## config.mk

```make
export PLATFORM = sky130hd
export DESIGN_NAME = uoram_stream_datapath
export DESIGN_NICKNAME = d
export VERILOG_FILES = /design/src/rtl/uoram_stream_datapath.sv
export SDC_FILE = /design/constraint.sdc
export NUM_CORES = 1
export LEC_CHECK = 0
export BUFFER_PORTS_ARGS = -buffer_cell sky130_fd_sc_hd__buf_2
export CAP_MARGIN = 30
export CELL_PAD_IN_SITES_DETAIL_PLACEMENT = 1
export CELL_PAD_IN_SITES_GLOBAL_PLACEMENT = 2
export CORE_ASPECT_RATIO = 0.5
export CORE_MARGIN = 1
export CORE_UTILIZATION = 40
export CTS_BUF_LIST = sky130_fd_sc_hd__clkbuf_4
export DETAILED_ROUTE_END_ITERATION = 10
export GPL_ROUTABILITY_DRIVEN = 1
export PLACE_DENSITY = 0.83
export SLEW_MARGIN = 40
export SYNTH_ARGS = -nofsm -noshare
export SYNTH_HDL_FRONTEND = slang
export SYNTH_SLANG_ARGS = --single-unit
export TNS_END_PERCENT = 50
```

## constraint.sdc

```tcl
create_clock -name Clock -period 5 [get_ports Clock]
set_input_delay 0.5 -clock Clock [delete_from_list [all_inputs] [get_ports Clock]]
set_output_delay 0.5 -clock Clock [all_outputs]
set_load 0.02 [all_outputs]
```

## src/rtl/uoram_stream_datapath.sv

```systemverilog
// Frontend data path for the unified ORAM: steers chunks between the network, the PLB
// evict/refill ports and the backend store/load channels under a per-block transfer FSM.
module uoram_stream_datapath #(
    parameter int FEDWidth    = 64,
    parameter int LeafWidth   = 32,
    parameter int BlockChunks = 8,
    parameter int EvictDepth  = BlockChunks * (FEDWidth / LeafWidth),
    parameter int BECMDWidth  = 2
) (
    input  logic                  Clock,
    input  logic                  Reset,
    input  logic                  SwitchReq,
    input  logic                  DataBlockReq,
    input  logic                  DummyReq,
    input  logic [BECMDWidth-1:0] Cmd,
    output logic                  Busy,
    output logic                  ExpectingProgramData,
    output logic                  DataInReady,
    input  logic                  DataInValid,
    input  logic [FEDWidth-1:0]   DataIn,
    input  logic                  ReturnDataReady,
    output logic                  ReturnDataValid,
    output logic [FEDWidth-1:0]   ReturnData,
    output logic                  PPPEvictDataReady,
    input  logic                  PPPEvictDataValid,
    input  logic [LeafWidth-1:0]  PPPEvictData,
    input  logic                  PPPRefillDataReady,
    output logic                  PPPRefillDataValid,
    output logic [LeafWidth-1:0]  PPPRefillData,
    input  logic                  StoreDataReady,
    output logic                  StoreDataValid,
    output logic [FEDWidth-1:0]   StoreData,
    output logic                  LoadDataReady,
    input  logic                  LoadDataValid,
    input  logic [FEDWidth-1:0]   LoadData,
    output logic                  ErrUnexpectedLoad,
    output logic                  ErrSwitchBusy
);
    localparam int R   = FEDWidth / LeafWidth;
    localparam int CW  = $clog2(BlockChunks) + 1;
    localparam int FAW = (EvictDepth > 1) ? $clog2(EvictDepth) : 1;
    localparam int FCW = $clog2(EvictDepth + 1);
    localparam int PCW = $clog2(R + 1);
    localparam logic [CW-1:0]  CHUNKS = CW'(BlockChunks);
    localparam logic [PCW-1:0] LEAVES = PCW'(R);

    typedef enum logic [2:0] {IDLE, PROG_LOAD, PROG_STORE, FAKE, POSMAP} state_t;

    state_t state, state_next;
    logic [CW-1:0] store_cnt, load_cnt, store_cnt_next, load_cnt_next;
    logic [CW-1:0] store_req, load_req;
    logic store_open, load_open, store_fire, load_fire, done, cmd_read;

    logic                 in_valid;
    logic [LeafWidth-1:0] in_data;
    logic [LeafWidth-1:0] mem [EvictDepth];
    logic [FAW-1:0]       wr_ptr, rd_ptr;
    logic [FCW-1:0]       fifo_count;
    logic fifo_full, fifo_push, fifo_pop, evict_fire;

    logic [FEDWidth-1:0] pack_data, unpack_data;
    logic [PCW-1:0]      pack_cnt, pack_base, unpack_cnt;
    logic pack_full, pack_store, posmap_load, refill_fire;

    function automatic logic [FAW-1:0] ptr_inc(input logic [FAW-1:0] p);
        return (p == FAW'(EvictDepth - 1)) ? '0 : p + FAW'(1);
    endfunction

    assign cmd_read             = (Cmd == BECMDWidth'(2)) || (Cmd == BECMDWidth'(3));
    assign Busy                 = (state != IDLE);
    assign ExpectingProgramData = (state == PROG_LOAD) || (state == PROG_STORE) || (state == FAKE);

    always_comb begin
        store_req = '0;
        load_req  = '0;
        case (state)
            PROG_LOAD:    load_req = CHUNKS;
            PROG_STORE:   store_req = CHUNKS;
            FAKE, POSMAP: begin
                store_req = CHUNKS;
                load_req  = CHUNKS;
            end
            default: ;
        endcase
    end

    assign store_open = (store_cnt < store_req);
    assign load_open  = (load_cnt < load_req);

    // Per-mode steering of the store and load channels.
    always_comb begin
        DataInReady     = 1'b0;
        StoreDataValid  = 1'b0;
        StoreData       = '0;
        ReturnDataValid = 1'b0;
        ReturnData      = '0;
        LoadDataReady   = 1'b0;
        case (state)
            PROG_LOAD: begin
                LoadDataReady   = ReturnDataReady && load_open;
                ReturnDataValid = LoadDataValid && load_open;
                ReturnData      = LoadData;
            end
            PROG_STORE: begin
                DataInReady    = StoreDataReady && store_open;
                StoreDataValid = DataInValid && store_open;
                StoreData      = DataIn;
            end
            FAKE: begin
                StoreDataValid  = store_open;
                StoreData       = FEDWidth'(store_cnt);
                ReturnDataValid = load_open;
                ReturnData      = FEDWidth'(load_cnt);
            end
            POSMAP: begin
                StoreDataValid = pack_full && store_open;
                StoreData      = pack_data;
                LoadDataReady  = (unpack_cnt == '0) && load_open;
            end
            default: ;
        endcase
    end

    assign store_fire     = StoreDataValid && StoreDataReady;
    assign load_fire      = (state == FAKE) ? (ReturnDataValid && ReturnDataReady)
                                            : (LoadDataValid && LoadDataReady);
    assign store_cnt_next = store_cnt + CW'(store_fire);
    assign load_cnt_next  = load_cnt + CW'(load_fire);
    assign done           = (state != IDLE) && (store_cnt_next == store_req)
                            && (load_cnt_next == load_req);

    always_comb begin
        state_next = state;
        if (state == IDLE) begin
            if (SwitchReq) begin
                if (!DataBlockReq)  state_next = POSMAP;
                else if (!cmd_read) state_next = PROG_STORE;
                else if (DummyReq)  state_next = FAKE;
                else                state_next = PROG_LOAD;
            end
        end else if (done) begin
            state_next = IDLE;
        end
    end

    always_ff @(posedge Clock or negedge Reset) begin
        if (!Reset) begin
            state             <= IDLE;
            store_cnt         <= '0;
            load_cnt          <= '0;
            ErrUnexpectedLoad <= 1'b0;
            ErrSwitchBusy     <= 1'b0;
        end else begin
            state <= state_next;
            if (state == IDLE || done) begin
                store_cnt <= '0;
                load_cnt  <= '0;
            end else begin
                store_cnt <= store_cnt_next;
                load_cnt  <= load_cnt_next;
            end
            if (LoadDataValid && (state == IDLE || state == PROG_STORE || state == FAKE))
                ErrUnexpectedLoad <= 1'b1;
            if (SwitchReq && Busy)
                ErrSwitchBusy <= 1'b1;
        end
    end

    // Evict path: one-leaf input register feeding the leaf FIFO; the packer only drains in POSMAP.
    assign fifo_full         = (fifo_count == FCW'(EvictDepth));
    assign PPPEvictDataReady = !in_valid || !fifo_full;
    assign evict_fire        = PPPEvictDataValid && PPPEvictDataReady;
    assign fifo_push         = in_valid && !fifo_full;
    assign pack_full         = (pack_cnt == LEAVES);
    assign pack_store        = (state == POSMAP) && store_fire;
    assign fifo_pop          = (state == POSMAP) && (fifo_count != '0) && (!pack_full || pack_store);
    assign pack_base         = pack_store ? '0 : pack_cnt;

    always_ff @(posedge Clock or negedge Reset) begin
        if (!Reset) begin
            in_valid   <= 1'b0;
            wr_ptr     <= '0;
            rd_ptr     <= '0;
            fifo_count <= '0;
            pack_cnt   <= '0;
        end else begin
            if (evict_fire)     in_valid <= 1'b1;
            else if (fifo_push) in_valid <= 1'b0;
            if (fifo_push) wr_ptr <= ptr_inc(wr_ptr);
            if (fifo_pop)  rd_ptr <= ptr_inc(rd_ptr);
            fifo_count <= fifo_count + FCW'(fifo_push) - FCW'(fifo_pop);
            if (fifo_pop)        pack_cnt <= pack_base + PCW'(1);
            else if (pack_store) pack_cnt <= '0;
        end
    end

    always_ff @(posedge Clock) begin
        if (evict_fire) in_data <= PPPEvictData;
        if (fifo_push)  mem[wr_ptr] <= in_data;
        if (fifo_pop)   pack_data[int'(pack_base) * LeafWidth +: LeafWidth] <= mem[rd_ptr];
    end

    // Refill path: a loaded chunk is shifted out low leaf first.
    assign posmap_load        = (state == POSMAP) && load_fire;
    assign PPPRefillDataValid = (unpack_cnt != '0);
    assign PPPRefillData      = unpack_data[LeafWidth-1:0];
    assign refill_fire        = PPPRefillDataValid && PPPRefillDataReady;

    always_ff @(posedge Clock or negedge Reset) begin
        if (!Reset) begin
            unpack_cnt  <= '0;
            unpack_data <= '0;
        end else if (posmap_load) begin
            unpack_cnt  <= LEAVES;
            unpack_data <= LoadData;
        end else if (refill_fire) begin
            unpack_cnt  <= unpack_cnt - PCW'(1);
            unpack_data <= unpack_data >> LeafWidth;
        end
    end
endmodule

```

Word level (Yosys, flattened, before mapping)
Memory sizes are Yosys's and may differ from the RTL's.
Cells that the tools add are included.

storage, ports and cells
  input bits = 173
  register bits = 191
  memories kept = 1
  bits in writable memories = 512

memories
  memory  words  width  read ports  clocked after memory_dff  write ports  RTL line  text
  mem     16     32     1           0                         1            56        logic [LeafWidth-1:0] mem [EvictDepth];

operators by class
  mux-type cells = 30
  add/subtract/negate cells = 9
  order comparisons = 2
  shifts and indexed selects = 2
  reductions and logical operators = 42
  eq/ne operators = 13

operator list
  cell                      number
  $pmux 64 s3               1
  $mux 64                   2
  $pmux 64 s2               1
  $bwmux 64                 1
  $shift 32x33->64 const A  1
  $shiftx 32x33->64         1
  $neg 7->33                1
  $mux 4                    6
  $logic_and 1x1->1         20
  $mux 2                    6
  $mux 3                    4
  $add 4x1->4               2
  $add 4x1->4 const B       2
  $eq 4x4->1                2
  $eq 4x4->1 const B        2
  $logic_or 1x1->1          8
  $lt 4x4->1                2
  $reduce_bool 2->1         4
  $eq 2x2->1 const B        3
  $eq 3x2->1 const B        2
  $mux 1                    6
  $reduce_or 3->1           2
  $add 5x1->5               1
  $eq 5x5->1 const B        1
  14 further kinds          17

Depth between registers and ports, before layout
Gate-level depths: netlist of run 1.

  word-level depth = 13
  gate-level depth with buffers = 14
  depth with buffers taken out = 13

Least setup slack after synthesis of run 1
OpenSTA, ideal clock, no wires.

  path kind = register -> register
  start = register fifo_count[2]
  end = memory mem[3][0], enable pin
  path slack = 0.265 ns
  clock period less this slack = 4.735 ns
  stages on the path, launching flop included = 8
  setup time = 0.502 ns
  arrival = 4.234 ns
  path buffers = 1
  cell sequence = dfrtp_1 -> inv_1 -> ha_1 -> nor4bb_1 -> nor2b_1 -> clkbuf_1 -> inv_1 -> nor4_1

between the ends
  cells in the longest elaborated chain, start to end = 5

ends and longest elaborated chain
  element                       RTL line  text
  start, declared               58        logic [FCW-1:0] fifo_count;
  start signal, assigned        191       fifo_count <= fifo_count + FCW'(fifo_push) - FCW'(fifo_pop);
  $eq 5x5->1                    170       assign fifo_full = (fifo_count == FCW'(EvictDepth));
  $logic_not 1->1               173       assign fifo_push = in_valid && !fifo_full;
  $logic_and 1x1->1             173
  $mux 1                        199       if (fifo_push) mem[wr_ptr] <= in_data;
  $mux 1 (not written as such)  199
  end, declared                 56

Every way passes these cells.

Worst setup path after layout of run 1
  start = register state[1]
  end = output StoreData[15]

between the ends
  cells in the longest elaborated chain, start to end = 2
  elaborated cells between the ends (all ways) = 4
  classes of those cells = eq/ne (3); mux (1)

ends and longest elaborated chain
  element                                          RTL line  text
  start, declared                                  49        state_t state, state_next;
  start signal, assigned                           154       state <= state_next;
  $eq 3x3->1 / $eq 3x2->1 (equally long branches)  98        case (state)
  $pmux 64 s3 (*)                                  98
  end, declared                                    32        output logic [FEDWidth-1:0] StoreData,

Mark *: on every way between the ends. The rest lies on a longest branch, timed or not.

==> metrics.md, run 1 <==
| Metric | Value |
|---|---|
| Status | finished clean |
| Fin. Hold Viols | 0 |
| Final period util | approximately four fifths |
| Number of global-route vias before repair | 18240 |
| CTS tree | yes |
| CP Launch Type | register |
| Grt ovf | 0 |
| Initial antenna violation count | 5 |
| Required time worst endpoint | around 4.5 ns |
| Pin count of the biggest net entering global routing | 100 |
| Cell row count | 68 |
| GR peak layer | met2 |
| M2 GR Usage | between 30% and 40% |
| Post-DP HPWL | approximately 44000 um |
| Met3 usage | 5.225% |
| Drt wl/cell | 24.34 um |
| Worst-path fanout max | 33 |
| Clock slew at reported path FFs | about 0.07 ns |
| Nets | 2314 |
| CORE AREA | between 60000 and 70000 sq um |
| Gr usage total | 21.71% |
| Crit. End Element | output pin |
| H-tree levels | 4 |
| Drt drc | 0 |
| Max-slew violations | 0 |
| Die area | 71740 sq um |
| Ratio of cells with drive above 1 in the final layout | 35.94% |
| MaxCap Viol Count | 0 |
| First-pass GRT wire length | about 110000 um |
| Die H | ~190 um |
| Mapped Area | 28240 sq um |
| Slew headroom | between 40% and 50% |
| Pwr Density | ~540 nW/um^2 |
| Remaining antenna violation count | 0 |
| Main synth FF type | edfxtp_1 |
| Crit path max-delay family | simple AND/OR/NAND/NOR gates |
| Area grow syn2layout | 21.79% |
| Non-Filler Instances | roughly 3200 |
| Setup TNS | 0 ns |
| Mapped Cells | roughly 1600 |
| Initial core utilization | roughly two fifths |
| Max VDD drop | between 200 and 300 uV |
| CP max-delay cell | nor2_4 |
| Global Route met1 Usage | ~28% |
| Yosys warnings | 0 |
| Critical path class | register to output pin |
| Worst slew pin tran | between 0.7 and 0.8 ns |
| Initial DRC Count | 1494 |
| Final wirelength | a little under 80000 um |
| Routed vias | around 17000 |
| Router iterations before antenna repair | 5 |
| CTS root buf | clkbuf_4 |
| Clock Path Buffers | 3 |
| FMAX | around 250 MHz |
| Mapped Nets | between 1500 and 2000 |
| # setup viols final | 0 |
| Distinct cell type count after synthesis | 45 |
| Post-synth ARST share | a little over an eighth |
| Clock Latency Late Sink | roughly 0.94 ns |
| Number of flops mapped to enable cells by yosys | a little over 600 |
| Die Span X | between 300 and 400 um |
| TritonCTS Sinks | about 700 |
| TritonCTS buffer count | ~160 |
| PortBufs | around 340 |
| Crit path time final | between 4 and 5 ns |
| Worst path cell trace | nand2b_1 -> nor2_4 -> buf_4 -> a22o_1 -> buf_2 |
| Mapped Avg Cell Area | 17.68 sq um |
| Pleak | 12.97 nW |
| Placed insts | about 2800 |
| Worst Path Arrival | 3.56 ns |
| Worst Hold Class | input pin to register |
| Crit-path max cell delay | ~0.7 ns |
| Crit path buffers/inverters | 2 |
| Routability congestion estimate | 0.7332 |
| Yosys reg bits | ~700 |
| RSZ-0062 raised after global routing | false |
| Clock skew | 0.07407 ns |
| Io pins | approximately 340 |
| Vias per inst | 5.339 |
| Sequential area share after synthesis | between 70% and 80% |
==> registers in the layout, summed over array words and instances, names as in the netlist <==
name and count:
ErrSwitchBusy 1, ErrUnexpectedLoad 1, fifo_count 5, in_data 32, in_valid 1, load_cnt 4, mem 512, pack_cnt 2
pack_data 64, rd_ptr 4, state 3, store_cnt 4, unpack_cnt 2, unpack_data 64, wr_ptr 4
==> cells in the final DEF (no fill, tap or decap), types with 5 or more instances in the layout <==
cell | synthesis | final
a22oi_1 | 32 | 32
xnor2_1 | 10 | 10
nand2b_1 | 6 | 6
o21ai_1 | 13 | 13
a22o_1 | 60 | 60
o21ai_0 | 30 | 30
buf_4 | 34 | 28
nand2_1 | 148 | 148
nor2_1 | 27 | 20
diode_2 | 0 | 5
clkbuf_4 | 0 | 244
mux2i_1 | 72 | 72
o22ai_1 | 64 | 64
buf_2 | 14 | 340
nor2b_1 | 6 | 5
nor2_4 | 0 | 5
nand3_1 | 7 | 7
buf_12 | 0 | 14
and2_1 | 68 | 61
ha_1 | 19 | 19
bufinv_16 | 0 | 5
edfxtp_1 | 608 | 608
nor3_2 | 0 | 5
inv_1 | 21 | 21
clkinv_1 | 0 | 32
and2_2 | 0 | 5
mux4_2 | 128 | 128
dfrtp_1 | 95 | 92
nor3_1 | 11 | 6
clkinv_2 | 0 | 5
a21oi_1 | 5 | 5
dlygate4sd3_1 | 0 | 105
==> kinds of logic (layout without fill, tap and decap cells) <==
group | count (synthesis) | after routing | share of synthesized area, %
AOI/OAI and AO/OA | 217 | 217 | 5.409
adders and majority gates | 20 | 20 | 0.9126
muxes | 202 | 202 | 12.84
and+or+nand+nor | 288 | 288 | 4.794
DFF | 703 | 703 | 73.06
other | 0 | 5 | 0
xor gates and xnor gates | 14 | 14 | 0.4341
buffers and inverters | 153 | 807 | 2.547
==> synth_stat cells (19+ instances only) <==
master,number,area (sq um)
ha_1,19,237.7
inv_1,21,78.83
o21ai_0,30,150.1
a22o_1,60,525.5
edfxtp_1,608,18260
dfrtp_1,95,2377
and2_1,68,425.4
o22ai_1,64,400.4
mux4_2,128,2883
a22oi_1,32,240.2
mux2i_1,72,720.7
clkbuf_1,72,270.3
nand2_1,148,555.5
nor2_1,27,101.4
buf_4,34,255.2
==> layout make-up <==
class / count / area (sq um)
fillers: 6795 / 35030
flip-flops and latches: 703 / 20650
multi-input cells: 741 / 6999
repair buffers: 490 / 3281
clock buffers: 244 / 1832
well taps: 945 / 1182
clock inverters: 52 / 365.4
inverters: 21 / 78.83
diodes: 5 / 12.51
==> final timing paths <==
| kind | start | endpoint | slack [ns] | depth (start not counted) |
|---|---|---|---|---|
| worst min register to register | ErrSwitchBusy | ErrSwitchBusy | 0.47 | 1 |
| worst max register to register | state[1] | state[2] | 1.31 | 11 |
| min in group asynchronous | Reset | unpack_data[14] | 0.20 | 2 |
| worst min-delay path | PPPRefillDataReady | unpack_data[5] | 0.17 | 4 |
| worst max-delay path | state[1] | StoreData[15] | 0.94 | 5 |
| max in group asynchronous | Reset | rd_ptr[2] | 3.89 | 3 |
==> report_power, final <==
| group | switching (mW) | total [mW] | internal, mW |
|---|---|---|---|
| registers | 0.482 | 7.72 | 7.24 |
| logic | 3.51 | 5.94 | 2.44 |
| clock network | 2.39 | 4.90 | 2.51 |
==> per-layer routing <==
layer | vias to the layer above | wire length (um)
met5 | - | 20
met4 | 2 | 1276
met3 | 107 | 6097
met2 | 734 | 38650
met1 | 8825 | 31860
li1 | 7422 | -
==> worst min-delay path: cells and delay by family <==
kind / cells / cell delay (ns)
compound gates: 1 / 0.16
simple gates: 2 / 0.26
buf+inv: 1 / 0.10
==> metrics by stage <==
step | hold slack (ns) | power (mW) | cell area (sq um) | worst slack (ns) | util, %
after floorplan | 0.2044 | 11.73 | 28240 | 0.2647 | -
after global placement | 0.4408 | 13.42 | 31000 | 1.580 | 44.65
after detailed placement | 0.4571 | 13.73 | 31130 | 1.514 | 44.84
after CTS | 0.04490 | 18.75 | 34380 | 0.8348 | 49.52
after global routing | 0.09443 | 19.42 | 34390 | 0.6383 | 49.54
final | 0.1699 | 18.56 | 34400 | 0.9419 | 49.54
==> timing repair <==
item / in CTS / in global routing
resized for setup: 0 / 0
setup buffers: 0 / 0
endpoints found under the setup margin: 0 / 0
hold endpoints to repair: 168 / 0
hold buffers: 105 / 0
Note: power is estimated with default switching activity, not from simulation.
==> run 2: changes to the inputs <==
Clock period 5 ns to 3.45 ns, I/O delays scaled along.
==> run 2 against run 1 <==
  * Total power is 44% higher
  * Worst hold slack worse by 0.064 ns
  * Flip-flop and latch count stayed put
  * Non-clock buffer count is 24 higher
  * Global-route usage is 0.26 points lower
  * Clock power is 39% higher
  * Combinational power is 46% higher
  * Final area is 0.32% higher
  * Critical endpoint is now StoreData[59]
==> metrics.md, run 2 (synthesis results as in run 1) <==
| Metric | Value |
|---|---|
| Status | finished clean |
| Worst R2R Setup Slack | between 0.3 and 0.4 ns |
| Area grow syn2layout | 22.18% |
| Max reg flops | about 510 |
| Crit path time final | 3.218 ns |
| TritonCTS Sinks | about 700 |
| Required time worst endpoint | between 3 and 4 ns |
| FILL cells | just under 7000 |
| RSZ-0062 raised after global routing | false |
| Nets | roughly 2300 |
| Setup TNS | 0 ns |
| Max-slew violations | 0 |
| Io pins | about 340 |
| Commonest non-fill, non-tap cell in the layout | edfxtp_1 |
| CTS root buf | clkbuf_4 |
| Number of global-route vias before repair | 18240 |
| Max VDD drop | 401.0 uV |
| Fin. Hold Viols | 0 |
| Clock skew | slightly below 0.09 ns |
| Die H | ~190 um |
| Die area | 71740 sq um |
| Router iterations before antenna repair | 5 |
| PortBufs | 341 |
| Ratio of cells with drive above 1 in the final layout | between 30% and 40% |
| # setup viols final | 0 |
| CTS tree | yes |
| CP Launch Type | register |
| Post-DP HPWL | around 45000 um |
| H-tree levels | 4 |
| Clock Path Buffers | 3 |
| Worst Hold Class | input pin to register |
| Worst hold path cell count | 5 |
| Gr usage total | 21.46% |
| CORE AREA | ~69000 sq um |
| Final Util | between 40% and 50% |
| Hold Startpoint | ReturnDataReady |
| First-pass GRT wire length | between 100000 and 150000 um |
| Pin count of the biggest net entering global routing | 100 |
| Routability congestion estimate | approximately 0.74 |
| Worst-path fanout max | 33 |
| Final wirelength | just under 80000 um |
| Final period util | 93.29% |
| TritonCTS buffer count | approximately 160 |
| Drt drc | 0 |
| Register name with the most flops | mem |
| Global Route met1 Usage | between 20 and 30% |
| RR Endpoint | pack_data[42] |
| Cells on worst reg2reg path | 8 |
| M2 GR Usage | a little over a third |
| GR peak layer | met2 |
| Routed vias | ~17000 |
| Vias per inst | roughly 5.3 |
| Cell row count | 68 |
| Initial core utilization | roughly two fifths |
| FMAX | 310.7 MHz |
| FF-to-FF Start | state[2] |
| Slew headroom | 44.92% |
| Pwr Density | 773.4 nW/um^2 |
| Clock Latency Late Sink | 0.98 ns |
| MaxCap Viol Count | 0 |
| Initial antenna violation count | 3 |
| Worst slew pin tran | 0.8263 ns |
| Met3 usage | around 5.2% |
| Worst Path Arrival | 2.87 ns |
| Remaining antenna violation count | 0 |
| Clock slew at reported path FFs | about 0.07 ns |
| Pleak | around 13 nW |
| Initial DRC Count | 1370 |
| Critical path class | register to output pin |
| Grt ovf | 0 |
| Drt wl/cell | around 24 um |
| Commonest cells after routing, fill and taps aside | 608 x edfxtp_1, 340 x buf_2, 248 x clkbuf_4 |
| Die Span X | ~380 um |
| Leading registers by flop count | mem (512), pack_data (64), unpack_data (64) |
| Worst Hold End | load_cnt[0] |
| Crit. End Element | output pin |
[run 2: cell types whose count changed in the layout (fill, tap and decap cells not counted), moves of 3 or more]
cell	change
buf_4	+15
diode_2	-3
clkinv_1	-7
clkbuf_4	+4
dlygate4sd3_1	+9
and2_1	+4
bufinv_16	-4
[run 2: area by class of cell]
type                            count  area, sq um  area share (%)
Timing Repair Buffer              514         3488           10.11
Antenna cell                        2        5.005         0.01450
Tap cell                          945         1182           3.427
Clock inverter                     45        250.2          0.7252
Sequential cell                   703        20650           59.83
Clock buffer                      248         1862           5.396
Inverter                           21        78.83          0.2284
Multi-Input combinational cell    742         6993           20.27
[run 2: layer usage]
| metal | vias up | wire (um) |
|---|---|---|
| met5 | - | 13 |
| met4 | 2 | 1516 |
| met3 | 109 | 5717 |
| met2 | 659 | 37830 |
| met1 | 8874 | 32080 |
| li1 | 7457 | - |
[run 2: worst max path at each step]
| stage | start | end | slack [ns] | cells past startpoint |
|---|---|---|---|---|
| after global routing | state[2] | StoreData[6] | 0.06 | 6 |
| after floorplan | fifo_count[2] | mem[3][0] | -1.29 | 7 |
| final | state[2] | StoreData[59] | 0.23 | 6 |
| after detailed placement | state[2] | pack_data[41] | 0.38 | 8 |
| after CTS | state[2] | StoreData[3] | 0.05 | 6 |
| after global placement | state[2] | pack_data[58] | 0.47 | 8 |
[run 2: repair_timing]
action	4_1_cts	5_1_grt
buffers inserted	0	0
endpoints found under the setup margin	1	1
hold buffers	114	0
hold endpoints to repair	180	0
gates resized for setup	0	1
cloned	1	0
pin swaps	1	0
[run 2: metrics by stage]
step,cells,instance area [sq um],setup slack (ns),hold WS [ns],power (mW)
2_1_floorplan,1597,28240,-1.285,0.04941,16.99
3_3_place_gp,2810,31230,0.4719,0.4365,19.62
3_5_place_dp,2810,31240,0.3774,0.4281,19.93
4_1_cts,3218,34500,0.05249,0.02475,26.92
5_1_grt,3219,34500,0.06229,0.04771,27.93
6_report,3220,34510,0.2316,0.1058,26.69
[run 2: critical path, cell delays in order, from the launching register on]
cell and delay [ns]:
dfrtp_1 0.47, nand2b_1 0.21, buf_4 0.21, nor2_4 0.46, buf_12 0.25, a22o_1 0.16
buf_2 0.16
[run 2: power breakdown]
part / total, mW / internal (mW) / switching (mW) / leakage, nW
Clock: 6.79 / 3.39 / 3.41 / 1.27
Combinational: 8.70 / 3.56 / 5.15 / 4.98
Sequential: 11.2 / 10.5 / 0.710 / 6.80
Total: 26.7 / 17.4 / 9.26 / 13.0
==> run 3: changes to the inputs <==
Settings changed: PLACE_DENSITY 0.83 to 0.8.
Clock period 3.45 ns to 3.1 ns, I/O delays scaled along.
==> run 3 against run 2 <==
  * Clock-buffer cell count down 1
  * Clock skew down 0.016 ns
  * Combinational power up 13%
  * Largest power group unchanged
  * Sequential share of layout area down 0.55 points
  * Wire length down 1.1%
==> metrics.md, run 3 (synthesis results as in run 1) <==
| Metric | Value |
|---|---|
| Register name with the most flops | mem |
| Gr usage total | 21.29% |
| Area post-placement | roughly 31000 sq um |
| FMAX | 345.2 MHz |
| Comb pwr share | 32.9% |
| Clock Path Buffers | 3 |
| Required time worst endpoint | between 2 and 3 ns |
| Worst-path fanout max | 60 |
| MaxCap Viol Count | 0 |
| Initial antenna violation count | 2 |
| H-tree levels | 4 |
| First-pass GRT wire length | roughly 110000 um |
| Multi-input gate area | about 7000 sq um |
| FF/Latch Area | slightly above 20000 sq um |
| Ratio of cells with drive above 1 in the final layout | 36.22% |
| Pleak | approximately 13 nW |
| Post-DP HPWL | roughly 43000 um |
| Slew headroom | between 50% and 60% |
| Crit. End Element | output pin |
| FILL cells | between 6000 and 7000 |
| # setup viols final | 0 |
| CP Launch Type | register |
| Router iterations before antenna repair | 6 |
| Fin. Hold Viols | 0 |
| Leading registers by flop count | mem (512), pack_data (64), unpack_data (64) |
| Drt wl/cell | about 24 um |
| Sequential power share | 42.1% |
| Number of global-route vias before repair | between 15000 and 20000 |
| Crit path time final | approximately 2.9 ns |
| Clock Latency Late Sink | slightly above 0.9 ns |
| Status | finished clean |
| Worst Hold Class | input pin to register |
| Max reg flops | a little over 500 |
| PortBufs | 341 |
| Initial DRC Count | between 1000 and 1500 |
| Clock slew at reported path FFs | around 0.070 ns |
| CORE AREA | between 60000 and 70000 sq um |
| Worst Path Arrival | between 2 and 3 ns |
| Clock skew | roughly 0.071 ns |
| Setup TNS | 0 ns |
| Commonest non-fill, non-tap cell in the layout | edfxtp_1 |
| Clock Power Share | between 20% and 30% |
| Io pins | ~340 |
| Remaining antenna violation count | 0 |
| Internal Power | roughly 20 mW |
| Design area | 34830 sq um |
| Initial core utilization | 40.68% |
| RSZ-0062 raised after global routing | false |
| Pwr Density | 857.1 nW/um^2 |
| TritonCTS buffer count | 160 |
| Drt drc | 0 |
| Max-slew violations | 0 |
| Worst slew pin tran | around 0.7 ns |
| Switching part of the total | between 30% and 40% |
| Final wirelength | about 76000 um |
| CTS root buf | clkbuf_4 |
| Commonest cells after routing, fill and taps aside | 608 x edfxtp_1, 340 x buf_2, 247 x clkbuf_4 |
| Nets | around 2300 |
| P_sw | ~10 mW |
| Routed vias | 17050 |
| Cell row count | slightly below 70 |
| Grt ovf | 0 |
| Area grow syn2layout | 23.32% |
| Final period util | between 90% and 100% |
| Vias per inst | roughly 5.3 |
| Critical path class | register to output pin |
| Max VDD drop | 352.6 uV |
| TritonCTS Sinks | ~700 |
| Pin count of the biggest net entering global routing | between 70 and 80 |
| Routability congestion estimate | ~0.74 |
| Die area | between 70000 and 80000 sq um |
| Die Span X | 377.8 um |
| Die H | approximately 190 um |
| CTS tree | yes |
[run 3: through the flow]
step                power (mW)  instances  setup slack [ns]  hold WS [ns]  util (%)
floorplan                18.92       1597           -0.7729       0.01441         -
global placement         22.08       2807            0.1993        0.3258     45.30
detailed placement       22.35       2807            0.1596        0.3292     45.30
CTS                      30.20       3209           0.04509       0.01172     50.13
global route             31.34       3210          0.002408       0.03730     50.16
finish                   29.85       3211            0.2027        0.1051     50.16
[run 3: worst paths after layout]
path / start / endpoint / slack [ns] / cells after the start
worst min-delay path: PPPEvictData[17] / in_data[17] / 0.11 / 2
worst max register to register: state[0] / pack_data[27] / 0.24 / 7
min in group asynchronous: Reset / wr_ptr[3] / 0.57 / 4
max in group asynchronous: Reset / unpack_data[0] / 2.18 / 4
worst max-delay path: state[1] / ReturnData[49] / 0.20 / 6
worst min register to register: ErrSwitchBusy / ErrSwitchBusy / 0.47 / 1
[run 3: final cells by class]
| cell class | count | area share [%] |
|---|---|---|
| inverters | 21 | 0.2263 |
| clock buffers | 247 | 5.324 |
| clock inverters | 32 | 0.5856 |
| diodes | 2 | 0.01437 |
| multi-input cells | 741 | 20.22 |
| flip-flops and latches | 703 | 59.28 |
| well taps | 945 | 3.395 |
| repair buffers | 520 | 10.95 |
[run 3: power groups by stage]
stage	combinational (mW)	clock, mW	sequential (mW)
after CTS	9.90	7.73	12.6
after floorplan	6.73	0	12.2
final	9.83	7.47	12.6
after detailed placement	9.59	0	12.8
after global routing	10.5	8.12	12.7
after global placement	9.39	0	12.7
[run 3: timing repair]
action	CTS	global route
resized for setup	7	4
pin swaps	2	1
endpoints found under the hold margin	202	0
hold buffers	119	0
setup endpoints to repair	64	34
cloned	1	0
setup buffers	3	0
[run 3: critical path, stage by stage (launching register included)]
cell	delay, ns
dfrtp_1	0.45
buf_4	0.21
nand2b_1	0.20
nor2_4	0.11
clkbuf_8	0.29
and2_1	0.25
buf_2	0.19
[run 3: routing by layer]
| layer | GRT usage (%) | vias up | wire length (um) | part of all wire [%] |
|---|---|---|---|---|
| met1 | 27.74 | 8851 | 31980 | 42 |
| met3 | 5.135 | 101 | 5339 | 7.0 |
| met4 | 6.363 | 0 | 1496 | 2.0 |
| met5 | 0 | - | 0 | 0 |
| met2 | 35.48 | 643 | 37510 | 49 |
| li1 | - | 7452 | - | - |
